--- config.mk ---
export PLATFORM = sky130hd
export DESIGN_NAME = pb_port_responder
export DESIGN_NICKNAME = d
export VERILOG_FILES = /design/src/rtl/pb_port_responder.sv
export SDC_FILE = /design/constraint.sdc
export NUM_CORES = 1
export LEC_CHECK = 0
export ABC_AREA = 1
export CAP_MARGIN = 5
export CORE_UTILIZATION = 45
export DETAILED_ROUTE_END_ITERATION = 7
export GPL_TIMING_DRIVEN = 0
export HOLD_SLACK_MARGIN = 0.15
export PLACE_DENSITY = 0.78
export SYNTH_ARGS = -nofsm -noshare
export SYNTH_HDL_FRONTEND = slang
export SYNTH_SLANG_ARGS = --single-unit
--- constraint.sdc ---
create_clock -name clk -period 2 [get_ports clk]
set_input_delay 0.4 -clock clk [delete_from_list [all_inputs] [get_ports clk]]
set_output_delay 0.4 -clock clk [all_outputs]
set_load 0.005 [all_outputs]
--- src/rtl/pb_port_responder.sv ---
// pb_port_responder: I/O port responder for a small soft processor.
// Provides synchronized field inputs with change interrupt, a general
// output register, and a write-only output FIFO drained via valid/ready.
module pb_port_responder #(
    parameter int FIFO_DEPTH = 4
) (
    input  logic       clk,
    input  logic       rst,
    input  logic [7:0] port_id,
    input  logic [7:0] out_port,
    input  logic       write_strobe,
    input  logic       read_strobe,
    output logic [7:0] in_port,
    input  logic [1:0] input_a,
    input  logic [1:0] input_b,
    input  logic [1:0] input_c,
    input  logic [1:0] input_d,
    output logic [7:0] out,
    output logic       interrupt,
    input  logic       interrupt_ack,
    output logic [7:0] tx_data,
    output logic       tx_valid,
    input  logic       tx_ready
);

    localparam int AW = (FIFO_DEPTH > 2) ? $clog2(FIFO_DEPTH) : 1;
    localparam int CW = AW + 1;
    localparam logic [CW-1:0] DEPTH_C = CW'(FIFO_DEPTH);

    // Reads are decoded purely from port_id, so the strobe carries no state.
    logic unused_read_strobe;
    assign unused_read_strobe = read_strobe;

    logic [7:0]    sync_p0;
    logic [7:0]    sync_p1;
    logic [7:0]    hist_p2;
    logic          irq_en;
    logic          irq_pending;
    logic          overflow;
    logic [7:0]    mem [FIFO_DEPTH];
    logic [AW-1:0] wr_ptr;
    logic [AW-1:0] rd_ptr;
    logic [CW-1:0] count;
    logic          full;
    logic          empty;
    logic          push_req;
    logic          push;
    logic          pop;
    logic          wr_out;
    logic          wr_status;
    logic          wr_irq_en;
    logic          ovf_set;
    logic          irq_set;
    logic [7:0]    rd_data;

    assign full      = (count == DEPTH_C);
    assign empty     = (count == '0);
    assign wr_out    = write_strobe && (port_id == 8'h05);
    assign push_req  = write_strobe && (port_id == 8'h06);
    assign wr_status = write_strobe && (port_id == 8'h07);
    assign wr_irq_en = write_strobe && (port_id == 8'h08);

    // A full FIFO still accepts a push when the head leaves on the same edge.
    assign pop     = !empty && tx_ready;
    assign push    = push_req && (!full || pop);
    assign ovf_set = push_req && full && !pop;
    assign irq_set = irq_en && (sync_p1 != hist_p2);

    assign tx_valid  = !empty;
    assign tx_data   = mem[rd_ptr];
    assign interrupt = irq_pending;

    // Read mux sampled into in_port every cycle, regardless of read_strobe.
    always_comb begin
        rd_data = 8'h00;
        case (port_id)
            8'h01:   rd_data = {6'b0, sync_p1[1:0]};
            8'h02:   rd_data = {6'b0, sync_p1[3:2]};
            8'h03:   rd_data = {6'b0, sync_p1[5:4]};
            8'h04:   rd_data = {6'b0, sync_p1[7:6]};
            8'h07:   rd_data = {4'b0, irq_pending, overflow, full, empty};
            8'h08:   rd_data = {7'b0, irq_en};
            8'h09:   rd_data = 8'(count);
            default: rd_data = 8'h00;
        endcase
    end

    // Two-flop synchronizer plus previous-value history for change detection.
    always_ff @(posedge clk or negedge rst) begin
        if (!rst) begin
            sync_p0 <= 8'h00;
            sync_p1 <= 8'h00;
            hist_p2 <= 8'h00;
        end else begin
            sync_p0 <= {input_d, input_c, input_b, input_a};
            sync_p1 <= sync_p0;
            hist_p2 <= sync_p1;
        end
    end

    // Processor-visible registers: read data, output, enables and sticky flags.
    always_ff @(posedge clk or negedge rst) begin
        if (!rst) begin
            in_port     <= 8'h00;
            out         <= 8'h00;
            irq_en      <= 1'b0;
            overflow    <= 1'b0;
            irq_pending <= 1'b0;
        end else begin
            in_port <= rd_data;
            if (wr_out)    out    <= out_port;
            if (wr_irq_en) irq_en <= out_port[0];
            if (ovf_set)
                overflow <= 1'b1;
            else if (wr_status && out_port[2])
                overflow <= 1'b0;
            if (irq_set)
                irq_pending <= 1'b1;
            else if (interrupt_ack)
                irq_pending <= 1'b0;
        end
    end

    // FIFO pointers and occupancy; pointers wrap naturally at the power-of-2 depth.
    always_ff @(posedge clk or negedge rst) begin
        if (!rst) begin
            wr_ptr <= '0;
            rd_ptr <= '0;
            count  <= '0;
        end else begin
            if (push) wr_ptr <= wr_ptr + 1'b1;
            if (pop)  rd_ptr <= rd_ptr + 1'b1;
            case ({push, pop})
                2'b10:   count <= count + 1'b1;
                2'b01:   count <= count - 1'b1;
                default: count <= count;
            endcase
        end
    end

    // FIFO storage holds data only; emptiness is tracked by count.
    always_ff @(posedge clk) begin
        if (push) mem[wr_ptr] <= out_port;
    end

endmodule

Word-level counts from Yosys, hierarchy flattened
Memories as Yosys holds them, arrays and structs flattened. Index checks and enable logic that the tools add are counted.

$add $sub $neg: 4. Equal/unequal tests: 13. Mux-type cells: 8. Reduce and logical (&&, ||, !) cells: 18.

Operator list (number): equality test 8 x 3 -> 1 bit (second input constant) (4); case mux 4 bit (7 select lines) (1); equality test 8 x 2 -> 1 bit (second input constant) (2); equality test 8 x 4 -> 1 bit (second input constant) (2); logical AND 1 bit (10); equality test 8 x 1 -> 1 bit (second input constant) (1); inequality test 8 bit (1); 2-to-1 mux 1 bit (6); case mux 3 bit (2 select lines) (1); nonzero test 2 bit (3); adder 2 x 1 -> 2 bit (second input constant) (2); adder 3 x 1 -> 3 bit (second input constant) (1); equality test 3 bit (second input constant) (1); logical NOT 1 bit (3); logical NOT 3 bit (1); subtractor 3 x 1 -> 3 bit (second input constant) (1); equality test 2 x 1 -> 1 bit (second input constant) (1); equality test 2 bit (second input constant) (1); logical OR 1 bit (1).

Register bits: 50. Memory bits (writable): 32. Input port bits: 30. Logic and storage cells: 55. Memories kept: 1.

Memories: mem (depth 4, bits a word 8, rd ports 1, clocked after Yosys merged registers in 0, wr ports 1, RTL line 40) `logic [7:0] mem [FIFO_DEPTH];`.

Depth between registers and ports, before layout
Gate-level depths: netlist (run 1).

Depth after elaboration: 7. Gate-level depth with buffers: 11.

Worst setup path after synthesis (run 1)
No wires, ideal clock.

Path kind: register to register. Start: register count[0]. End: register count[2]. Library setup time: 131 ps. Arrival: 1835 ps. Required time: 1869 ps. Slack: 34 ps. Stages on the path, launching flop included: 10. Cell sequence: dfrtp_1 nor3_1 nand2_2 nand3_4 ha_1 inv_1 fa_1 a21oi_1 o21ai_0 xor2_1.

Longest elaborated chain between the ends: 7.

Ends and longest elaborated chain: start, declared (RTL line 43) `logic [CW-1:0] count;`; start signal, assigned (RTL line 134) `2'b10: count <= count + 1'b1;`; start signal, assigned (RTL line 135) `2'b01: count <= count - 1'b1;`; start signal, assigned (RTL line 136) `default: count <= count;`; logical NOT 3 bit (RTL line 57) `assign empty = (count == '0);`; logical NOT 1 bit (RTL line 64) `assign pop = !empty && tx_ready;`; logical AND 1 bit (RTL line 64); logical OR 1 bit (RTL line 65) `assign push = push_req && (!full || pop);`; logical AND 1 bit (RTL line 65); equality test 2 x 1 -> 1 bit or equality test 2 bit (tied branches) (RTL line 133) `case ({push, pop})`; case mux 3 bit (2 select lines) or nonzero test 2 bit (tied branches).

Parallel ways exist; a longest one is shown, timed or not. A chain may end at the register's enable or synchronous reset.

Worst setup path in the final report (run 1)
Start: register count[1]. End: register count[2].

Same word-level chain as after synthesis.

==> flow_summary.json, run 1 <==
{
  "synth_area_per_cell_sq_um": 10.80,
  "clockPowerShare_pct": 27.8,
  "critPathArrivalTime_ns": 2.22,
  "antenna_found_initial": 0,
  "worst-r2r-cell-count": 9,
  "final_common_cell": "nand2_1",
  "setup_viol": 0,
  "status": "complete, no violations",
  "power_leakage_nw": 1.861,
  "initial_utilization_pct": 46.96,
  "ir_worst_vdd_uv": 515.6,
  "dr.pass1.iters": 4,
  "slowest_delay_ns": 0.45,
  "die_y_microns": 86.44,
  "r2r_setup_slack_ns": 0.008,
  "area_growth_pct": 33.11,
  "io_pins": 56,
  "drive_gt1_share_pct": 21.47,
  "synth-edff-count": 32,
  "dieArea_sq_um": 7471,
  "grt_pass1_wl_microns": 10580,
  "cp_cell_sequence": "nor3_4 > nand2_4 > nand3_4 > ha_4 > inv_4 > fa_2 > a21oi_2 > o21ai_1 > xor2_1",
  "netlist_area_sq_um": 3208,
  "combPwrFrac_pct": 29.1,
  "cp.required_ns": 2.23,
  "rr_endpoint": "count[2]",
  "p_per_area_nw_per_um2": 1014,
  "antenna_cells": 0,
  "fp-row-count": 30,
  "cts-htree-levels": 3,
  "worstSkewPairLatency_ns": 0.36,
  "viasPerCell": 4.799,
  "drc": 0,
  "clock.fmax_ghz": 0.5020,
  "synth-warning-count": 0,
  "post-route-min-period_ns": 1.992,
  "ant_nets": 0,
  "hold_class": "reg -> reg",
  "async_flop_share_pct": 58.97,
  "rsz0062_at_grt": "true",
  "timing.rr.start": "count[1]",
  "first_global_vias": 2295,
  "share_seq_of_total_power_pct": 43.1,
  "worstSetupStartpointType": "flip-flop",
  "criticalPathCategory": "reg -> reg",
  "intPower_mw": 2.996,
  "cts-root-buf": "clkbuf_8",
  "wl_per_cell_microns": 13.49,
  "globalplace.congestion": 0.7609,
  "gr-total-overflow": 0,
  "num-nets-final": 413,
  "critPathSlowestCell": "dfrtp_2",
  "numPortBuffers": 50,
  "min_from": "sync_p0[3]",
  "cts_buffers": 9,
  "drtIter0Drc": 136,
  "timing.final.crit_share_pct": 99.59,
  "clk_path_buf_depth": 2,
  "preCtsSetupSlack_ns": -0.4788,
  "final_cell_mix": "55 x nand2_1, 44 x dfrtp_1, 38 x clkdlybuf4s50_1",
  "cts_tree": "done",
  "hpwlAfterDp_microns": 4321,
  "num_vias": 2294,
  "cts.sinks": 78,
  "hold_end": "sync_p1[3]",
  "switchingPower_mw": 1.335,
  "worst_clock_skew_ns": 0.01075,
  "grt_max_degree": 31,
  "grtUsageTotal_pct": 19.04,
  "worstMarginPinSlew_ns": 0.4985,
  "startpoint": "count[1]",
  "finalPower_mw": 4.331,
  "placed_cells": 447,
  "yosysSeqAreaShare_pct": 65.83,
  "slew_viol_final": 0,
  "holdPathStages": 0,
  "synthCells": 297,
  "fill_cells": 542,
  "clk_pin_slew_ns": 0.08,
  "hold_viol": 0,
  "layout.cells.non_filler": 478,
  "die_w_microns": 86.44,
  "setup.worst_path.end_class": "flip-flop",
  "max_slew_margin_pct": 66.73,
  "ys_ff_latch": 78,
  "fin_ws_ns": 0.008133,
  "utilization_pct": 62.51,
  "wl_microns": 6447,
  "ys.flop_type": "dfrtp_1",
  "core_area_sq_um": 6832,
  "crit_fanout": 6,
  "synth_cell_types": 31,
  "drv_cap": 0,
  "switching_share_pct": 30.83
}
## critical path: cells and delay by family, from the launching register on
kind | cells | cell delay [ns]
fa+ha+maj | 2 | 0.56
simple gates | 3 | 0.48
flops | 1 | 0.45
compound gates | 2 | 0.20
xor+xnor | 1 | 0.14
buf+inv | 1 | 0.04
## logic make-up after synthesis
family | after synthesis | synth area share, %
AO/OA/AOI/OAI | 32 | 5.304
XOR/XNOR | 8 | 2.184
adder cells (fa/ha/maj) | 6 | 2.574
buffers and inverters | 42 | 5.850
flip-flops | 78 | 65.83
other | 1 | 0.1169
AND/OR/NAND/NOR | 130 | 18.14
## synthesized netlist by cell type, types with 2 or more instances
| master | count | area, sq um |
|---|---|---|
| o22ai_1 | 8 | 50.05 |
| edfxtp_1 | 32 | 960.9 |
| buf_4 | 5 | 37.54 |
| xor2_1 | 2 | 17.52 |
| inv_2 | 4 | 15.01 |
| nand3_1 | 19 | 95.09 |
| o21ai_0 | 20 | 100.1 |
| o21ai_1 | 3 | 15.01 |
| nand2_2 | 4 | 25.02 |
| nor2_1 | 40 | 150.1 |
| dfrtp_1 | 46 | 1151 |
| inv_1 | 27 | 101.4 |
| buf_2 | 3 | 15.01 |
| xnor2_1 | 6 | 52.55 |
| nand2_1 | 57 | 214.0 |
| nand4_1 | 2 | 12.51 |
| ha_1 | 5 | 62.56 |
## cell type report
type                       count  area (sq um)  area share, %
multi-input combinational    180         987.2          23.12
timing repair buffer          67         633.1          14.83
clock buffer                   9         123.9          2.901
tap                           96         120.1          2.813
buffer                         9         86.33          2.022
inverter                      32         127.6          2.989
clock inverter                 7         77.57          1.817
sequential                    78          2115          49.52
## layer usage
layer	track usage, %	vias up	wire [microns]
li1	-	1123	-
met1	22.32	1089	2615
met2	32.68	67	3357
met3	4.381	15	318
met4	10.15	0	155
met5	0	-	0
## power by group through the flow
stage / Clock, mW / Combinational (mW) / Sequential (mW)
6_report: 1.20 / 1.26 / 1.87
4_1_cts: 1.22 / 1.06 / 1.85
2_1_floorplan: 0 / 0.541 / 1.83
3_5_place_dp: 0 / 1.04 / 1.85
5_1_grt: 1.27 / 1.39 / 1.88
3_3_place_gp: 0 / 0.996 / 1.84
## worst max path at each step
stage,endpoint,cells past startpoint
floorplan,count[2],9
global placement,count[2],1
detailed placement,mem[3][6],5
CTS,count[2],11
global route,count[2],9
finish,count[2],9
## metrics by stage
stage	TNS (ns)	hold slack (ns)	instance area [sq um]
after floorplan	0	0.1044	3219
after global placement	-46.81	0.3313	3840
after detailed placement	-16.64	0.3364	3855
after CTS	0	0.3549	4145
after global routing	-0.1690	0.3560	4270
final	0	0.3530	4270
## flip-flops by register name, summed over array words and instances, names as in the netlist
| name | flops |
|---|---|
| interrupt | 1 |
| out | 8 |
| overflow | 1 |
| mem | 32 |
| hist_p2 | 8 |
| in_port | 4 |
| sync_p1 | 8 |
| irq_en | 1 |
| sync_p0 | 8 |
| rd_ptr | 2 |
| wr_ptr | 2 |
| count | 3 |
## repair_timing
action                                 4_1_cts  5_1_grt
pin swaps                                    5        8
setup buffers                                6        8
resized for setup                           41       24
cloned                                       0        1
setup endpoints to repair                   42       25
endpoints found under the hold margin       16        0
hold buffers                                 1        0
(Power assumes the default switching activity.)
==> run 2: changes to the inputs <==
--- a/config.mk
+++ b/config.mk
@@ -12,6 +12,7 @@
 export GPL_TIMING_DRIVEN = 0
 export HOLD_SLACK_MARGIN = 0.15
 export PLACE_DENSITY = 0.78
+export SETUP_SLACK_MARGIN = 0.3
 export SYNTH_ARGS = -nofsm -noshare
 export SYNTH_HDL_FRONTEND = slang
 export SYNTH_SLANG_ARGS = --single-unit
==> flow_summary.json, run 2 (synthesized netlist as in run 1, its figures left out) <==
{
  "clk_path_buf_depth": 2,
  "io_pins": 56,
  "cts-root-buf": "clkbuf_8",
  "preCtsSetupSlack_ns": -0.4943,
  "dieArea_sq_um": 7471,
  "fill_cells": 534,
  "p_per_area_nw_per_um2": 1027,
  "regMostFlops": "mem",
  "criticalPathCategory": "reg -> reg",
  "rsz0062_at_grt": "true",
  "wl_per_cell_microns": 14.72,
  "globalplace.congestion": 0.8222,
  "cts_tree": "done",
  "grt_pass1_wl_microns": 11610,
  "worst_clock_skew_ns": 0.01536,
  "ant_nets": 0,
  "final_cell_mix": "56 x nand2_1, 44 x dfrtp_1, 32 x edfxtp_1",
  "fin_area_sq_um": 4573,
  "drtIter0Drc": 116,
  "setup_viol": 0,
  "power_leakage_nw": 1.997,
  "grtUsageTotal_pct": 21.32,
  "switchingPower_mw": 1.489,
  "max_slew_margin_pct": 63.06,
  "critPathArrivalTime_ns": 2.13,
  "hpwlAfterDp_microns": 4426,
  "cts-htree-levels": 3,
  "fin_ws_ns": 0.1096,
  "numPortBuffers": 50,
  "drv_cap": 0,
  "gr-total-overflow": 0,
  "utilization_pct": 66.94,
  "placed_area_sq_um": 3896,
  "viasPerCell": 4.833,
  "status": "complete, no violations",
  "timing.final.crit_share_pct": 94.52,
  "share_seq_of_total_power_pct": 39.1,
  "fp-row-count": 30,
  "worstMarginPinSlew_ns": 0.5541,
  "drive_gt1_share_pct": 30.35,
  "first_global_vias": 2458,
  "initial_utilization_pct": 46.96,
  "clock.fmax_ghz": 0.5290,
  "antenna_cells": 0,
  "tns_ns": 0,
  "die_y_microns": 86.44,
  "core_area_sq_um": 6832,
  "slew_viol_final": 0,
  "post-route-min-period_ns": 1.890,
  "drc": 0,
  "final_common_cell": "nand2_1",
  "worstSetupStartpointType": "flip-flop",
  "die_w_microns": 86.44,
  "area_growth_pct": 42.55,
  "hold_ws_ns": 0.3503,
  "dr.pass1.iters": 4,
  "hold_viol": 0,
  "crit_fanout": 3,
  "setup.worst_path.end_class": "flip-flop",
  "combPwrFrac_pct": 35.6,
  "hold_class": "reg -> reg",
  "cts_buffers": 9,
  "clk_pin_slew_ns": 0.08,
  "cts.sinks": 78,
  "switching_share_pct": 31.71,
  "worstSkewPairLatency_ns": 0.36,
  "wl_microns": 7331,
  "num_vias": 2407,
  "ir_worst_vdd_uv": 641.3,
  "clockPowerShare_pct": 25.3,
  "num-nets-final": 433,
  "intPower_mw": 3.208,
  "grt_max_degree": 26,
  "cp.required_ns": 2.24,
  "largest_reg_flops": 32,
  "antenna_found_initial": 0
}
[run 2: stage by stage]
stage / power (mW) / cells
floorplan: 2.435 / 300
detailed placement: 2.943 / 447
global placement: 2.899 / 446
global route: 4.932 / 498
CTS: 4.523 / 493
finish: 4.697 / 498
[run 2: area by class of cell]
| class | count | area (sq um) | area share (%) |
|---|---|---|---|
| Buffer | 10 | 102.6 | 2.243 |
| Clock buffer | 10 | 127.6 | 2.791 |
| Clock inverter | 6 | 71.32 | 1.560 |
| Inverter | 32 | 135.1 | 2.955 |
| Multi-Input combinational cell | 180 | 1079 | 23.58 |
| Sequential cell | 78 | 2115 | 46.24 |
| Tap cell | 96 | 120.1 | 2.627 |
| Timing Repair Buffer | 86 | 823.3 | 18.00 |
[run 2: layer usage]
metal / up-vias / GRT usage (%) / routed length (microns)
met4: 0 / 9.848 / 201
met3: 19 / 5.905 / 308
met2: 72 / 37.52 / 3919
met5: - / 0 / 0
li1: 1162 / - / -
met1: 1154 / 24.12 / 2901
[run 2: final timing paths]
path | start | end | slack [ns] | cells past startpoint
max in group asynchronous | rst | count[0] | 0.92 | 3
worst min-delay path | sync_p0[1] | sync_p1[1] | 0.35 | 0
worst max register to register | count[1] | count[2] | 0.11 | 11
min in group asynchronous | rst | wr_ptr[1] | 0.56 | 2
worst min register to register | sync_p0[1] | sync_p1[1] | 0.35 | 0
worst max-delay path | count[1] | count[2] | 0.11 | 11
[run 2: worst max-delay path, cell delays in order (launching register included)]
cell and delay, ns:
dfrtp_2 0.44, inv_2 0.09, nand3_4 0.08, nand2_4 0.10, nand2_4 0.06, nand3_4 0.11, ha_4 0.15, inv_4 0.03
fa_2 0.35, a21oi_2 0.15, o21ai_2 0.07, xor2_1 0.14
[run 2: timing repair]
action | in CTS | in global routing
pin swaps | 21 | 11
cloned | 1 | 0
setup buffers | 28 | 5
hold buffers | 1 | 0
hold endpoints to repair | 21 | 0
setup endpoints to repair | 43 | 43
resized for setup | 109 | 19
[run 2: power groups by stage]
stage | logic (mW) | registers (mW) | clock network [mW]
after floorplan | 0.587 | 1.85 | 0
after global placement | 1.04 | 1.86 | 0
after detailed placement | 1.08 | 1.86 | 0
after CTS | 1.50 | 1.83 | 1.20
after global routing | 1.81 | 1.85 | 1.28
final | 1.67 | 1.83 | 1.19
==> run 3: changes to the inputs <==
--- a/config.mk
+++ b/config.mk
@@ -7,11 +7,13 @@
 export LEC_CHECK = 0
 export ABC_AREA = 1
 export CAP_MARGIN = 5
-export CORE_UTILIZATION = 45
+export CELL_PAD_IN_SITES_DETAIL_PLACEMENT = 1
+export CELL_PAD_IN_SITES_GLOBAL_PLACEMENT = 1
+export CORE_UTILIZATION = 37
 export DETAILED_ROUTE_END_ITERATION = 7
 export GPL_TIMING_DRIVEN = 0
 export HOLD_SLACK_MARGIN = 0.15
-export PLACE_DENSITY = 0.78
+export PLACE_DENSITY = 0.81
 export SETUP_SLACK_MARGIN = 0.3
 export SYNTH_ARGS = -nofsm -noshare
 export SYNTH_HDL_FRONTEND = slang
==> flow_summary.json, run 3 (synthesized netlist as in run 1, its figures left out) <==
{
  "wl_per_cell_microns": 16.74,
  "wl_microns": 8488,
  "critPathSlowestCell": "dfrtp_2",
  "die_w_microns": 95.12,
  "grt_max_degree": 28,
  "area_growth_pct": 44.73,
  "switching_share_pct": 33.13,
  "cts-root-buf": "clkbuf_8",
  "clockPowerShare_pct": 26.1,
  "die_y_microns": 95.12,
  "switchingPower_mw": 1.558,
  "layout.cells.non_filler": 507,
  "drtIter0Drc": 92,
  "clock.fmax_ghz": 0.5294,
  "hold_viol": 0,
  "antenna_found_initial": 0,
  "initial_utilization_pct": 38.66,
  "largest_reg_flops": 32,
  "fill_cells": 905,
  "slowest_delay_ns": 0.45,
  "num_vias": 2504,
  "post-route-min-period_ns": 1.889,
  "cts.sinks": 78,
  "numPortBuffers": 50,
  "crit_fanout": 3,
  "rsz0062_at_grt": "true",
  "globalplace.congestion": 0.7261,
  "power_leakage_nw": 2.059,
  "clk_path_buf_depth": 2,
  "fin_ws_ns": 0.1112,
  "slew_viol_final": 0,
  "regMostFlops": "mem",
  "holdPathStages": 0,
  "final_cell_mix": "56 x nand2_1, 44 x dfrtp_1, 32 x edfxtp_1",
  "grt_pass1_wl_microns": 12500,
  "placed_cells": 456,
  "placed_area_sq_um": 3900,
  "num-nets-final": 433,
  "dieArea_sq_um": 9047,
  "utilization_pct": 55.95,
  "fin_area_sq_um": 4643,
  "hpwlAfterDp_microns": 5261,
  "first_global_vias": 2480,
  "core_area_sq_um": 8299,
  "criticalPathCategory": "reg -> reg",
  "worstSetupStartpointType": "flip-flop",
  "ant_nets": 0,
  "drc": 0,
  "fp-row-count": 33,
  "worst-r2r-cell-count": 11,
  "drive_gt1_share_pct": 31.34,
  "combPwrFrac_pct": 34.7,
  "cts_tree": "done",
  "intPower_mw": 3.146,
  "gr-total-overflow": 0,
  "share_seq_of_total_power_pct": 39.2,
  "setup.worst_path.end_class": "flip-flop",
  "dr.pass1.iters": 4,
  "status": "complete, no violations",
  "setup_viol": 0,
  "io_pins": 56,
  "worst_clock_skew_ns": 0.01101,
  "cts-htree-levels": 3,
  "antenna_cells": 0,
  "cts_buffers": 9,
  "cp.required_ns": 2.23,
  "timing.final.crit_share_pct": 94.44,
  "critPathArrivalTime_ns": 2.12,
  "clk_pin_slew_ns": 0.09,
  "worstSkewPairLatency_ns": 0.35,
  "drv_cap": 0,
  "viasPerCell": 4.939,
  "hold_class": "reg -> reg",
  "cp_cell_sequence": "inv_2 > nand3_4 > nand2_4 > nand2_4 > nand3_4 > ha_4 > inv_4 > fa_2 > a21oi_2 > o21ai_1 > xor2_1",
  "p_per_area_nw_per_um2": 1013,
  "grtUsageTotal_pct": 19.06,
  "preCtsSetupSlack_ns": -0.6075,
  "ir_worst_vdd_uv": 348.7,
  "final_common_cell": "nand2_1"
}
run 3: cell count changes in the layout (fill, tap and decap cells not counted), sizes merged:
cell	previous run	this run
dlymetal6s2s	0	4
clkdlybuf4s50	31	29
clkbuf	11	10
clkdlybuf4s15	1	0
clkinvlp	2	3
dlygate4sd2	8	7
run 3: layer usage:
metal  GRT usage (%)  up-vias  wire length, microns
met3           3.429       21                   369
met4           8.333        0                   201
met1           21.94     1245                  3197
li1                -     1163                     -
met5               0        -                     0
met2           34.40       75                  4719
run 3: timing repair:
item                                   CTS  global route
gates resized for setup                 93            35
hold buffers                             1             0
setup buffers                           21            12
gates cloned                             1             0
pin swaps                               23            15
endpoints found under the hold margin   19             0
setup endpoints to repair               44            47
run 3: area by class of cell:
cell class	instances	area, sq um	area share (%)
buffer	10	101.3	2.183
clock buffer	9	123.9	2.668
clock inverter	7	81.33	1.752
inverter	32	142.6	3.072
multi-input combinational	180	1115	24.01
sequential	78	2115	45.54
tap	105	131.4	2.829
timing repair buffer	86	833.3	17.95
run 3: power by group through the flow:
stage                     Sequential [mW]  Combinational (mW)  Clock [mW]
after floorplan                      1.85               0.587           0
after global placement               1.86                1.06           0
after detailed placement             1.86                1.10           0
after CTS                            1.84                1.36        1.24
after global routing                 1.86                1.77        1.30
final                                1.84                1.63        1.23
run 3: worst paths after layout:
| kind | from | to | slack [ns] |
|---|---|---|---|
| max | count[1] | count[2] | 0.11 |
| min | sync_p0[5] | sync_p1[5] | 0.35 |
| max reg2reg | count[1] | count[2] | 0.11 |
| min reg2reg | sync_p0[5] | sync_p1[5] | 0.35 |
| max in group asynchronous | rst | count[0] | 0.93 |
| min in group asynchronous | rst | overflow | 0.54 |
run 3: through the flow:
step,hold slack (ns),power [mW],setup TNS [ns]
5_1_grt,0.3697,4.926,0
3_5_place_dp,0.3363,2.964,-20.12
6_report,0.3539,4.704,0
3_3_place_gp,0.3312,2.914,-48.82
2_1_floorplan,0.1044,2.435,0
4_1_cts,0.3556,4.443,0
run 3: critical path: cells and delay by family (launching register included):
| kind | cells | cell delay, ns |
|---|---|---|
| fa+ha+maj | 2 | 0.49 |
| simple gates | 4 | 0.35 |
| xor+xnor | 1 | 0.15 |
| flops | 1 | 0.45 |
| compound gates | 2 | 0.20 |
| buf+inv | 2 | 0.13 |
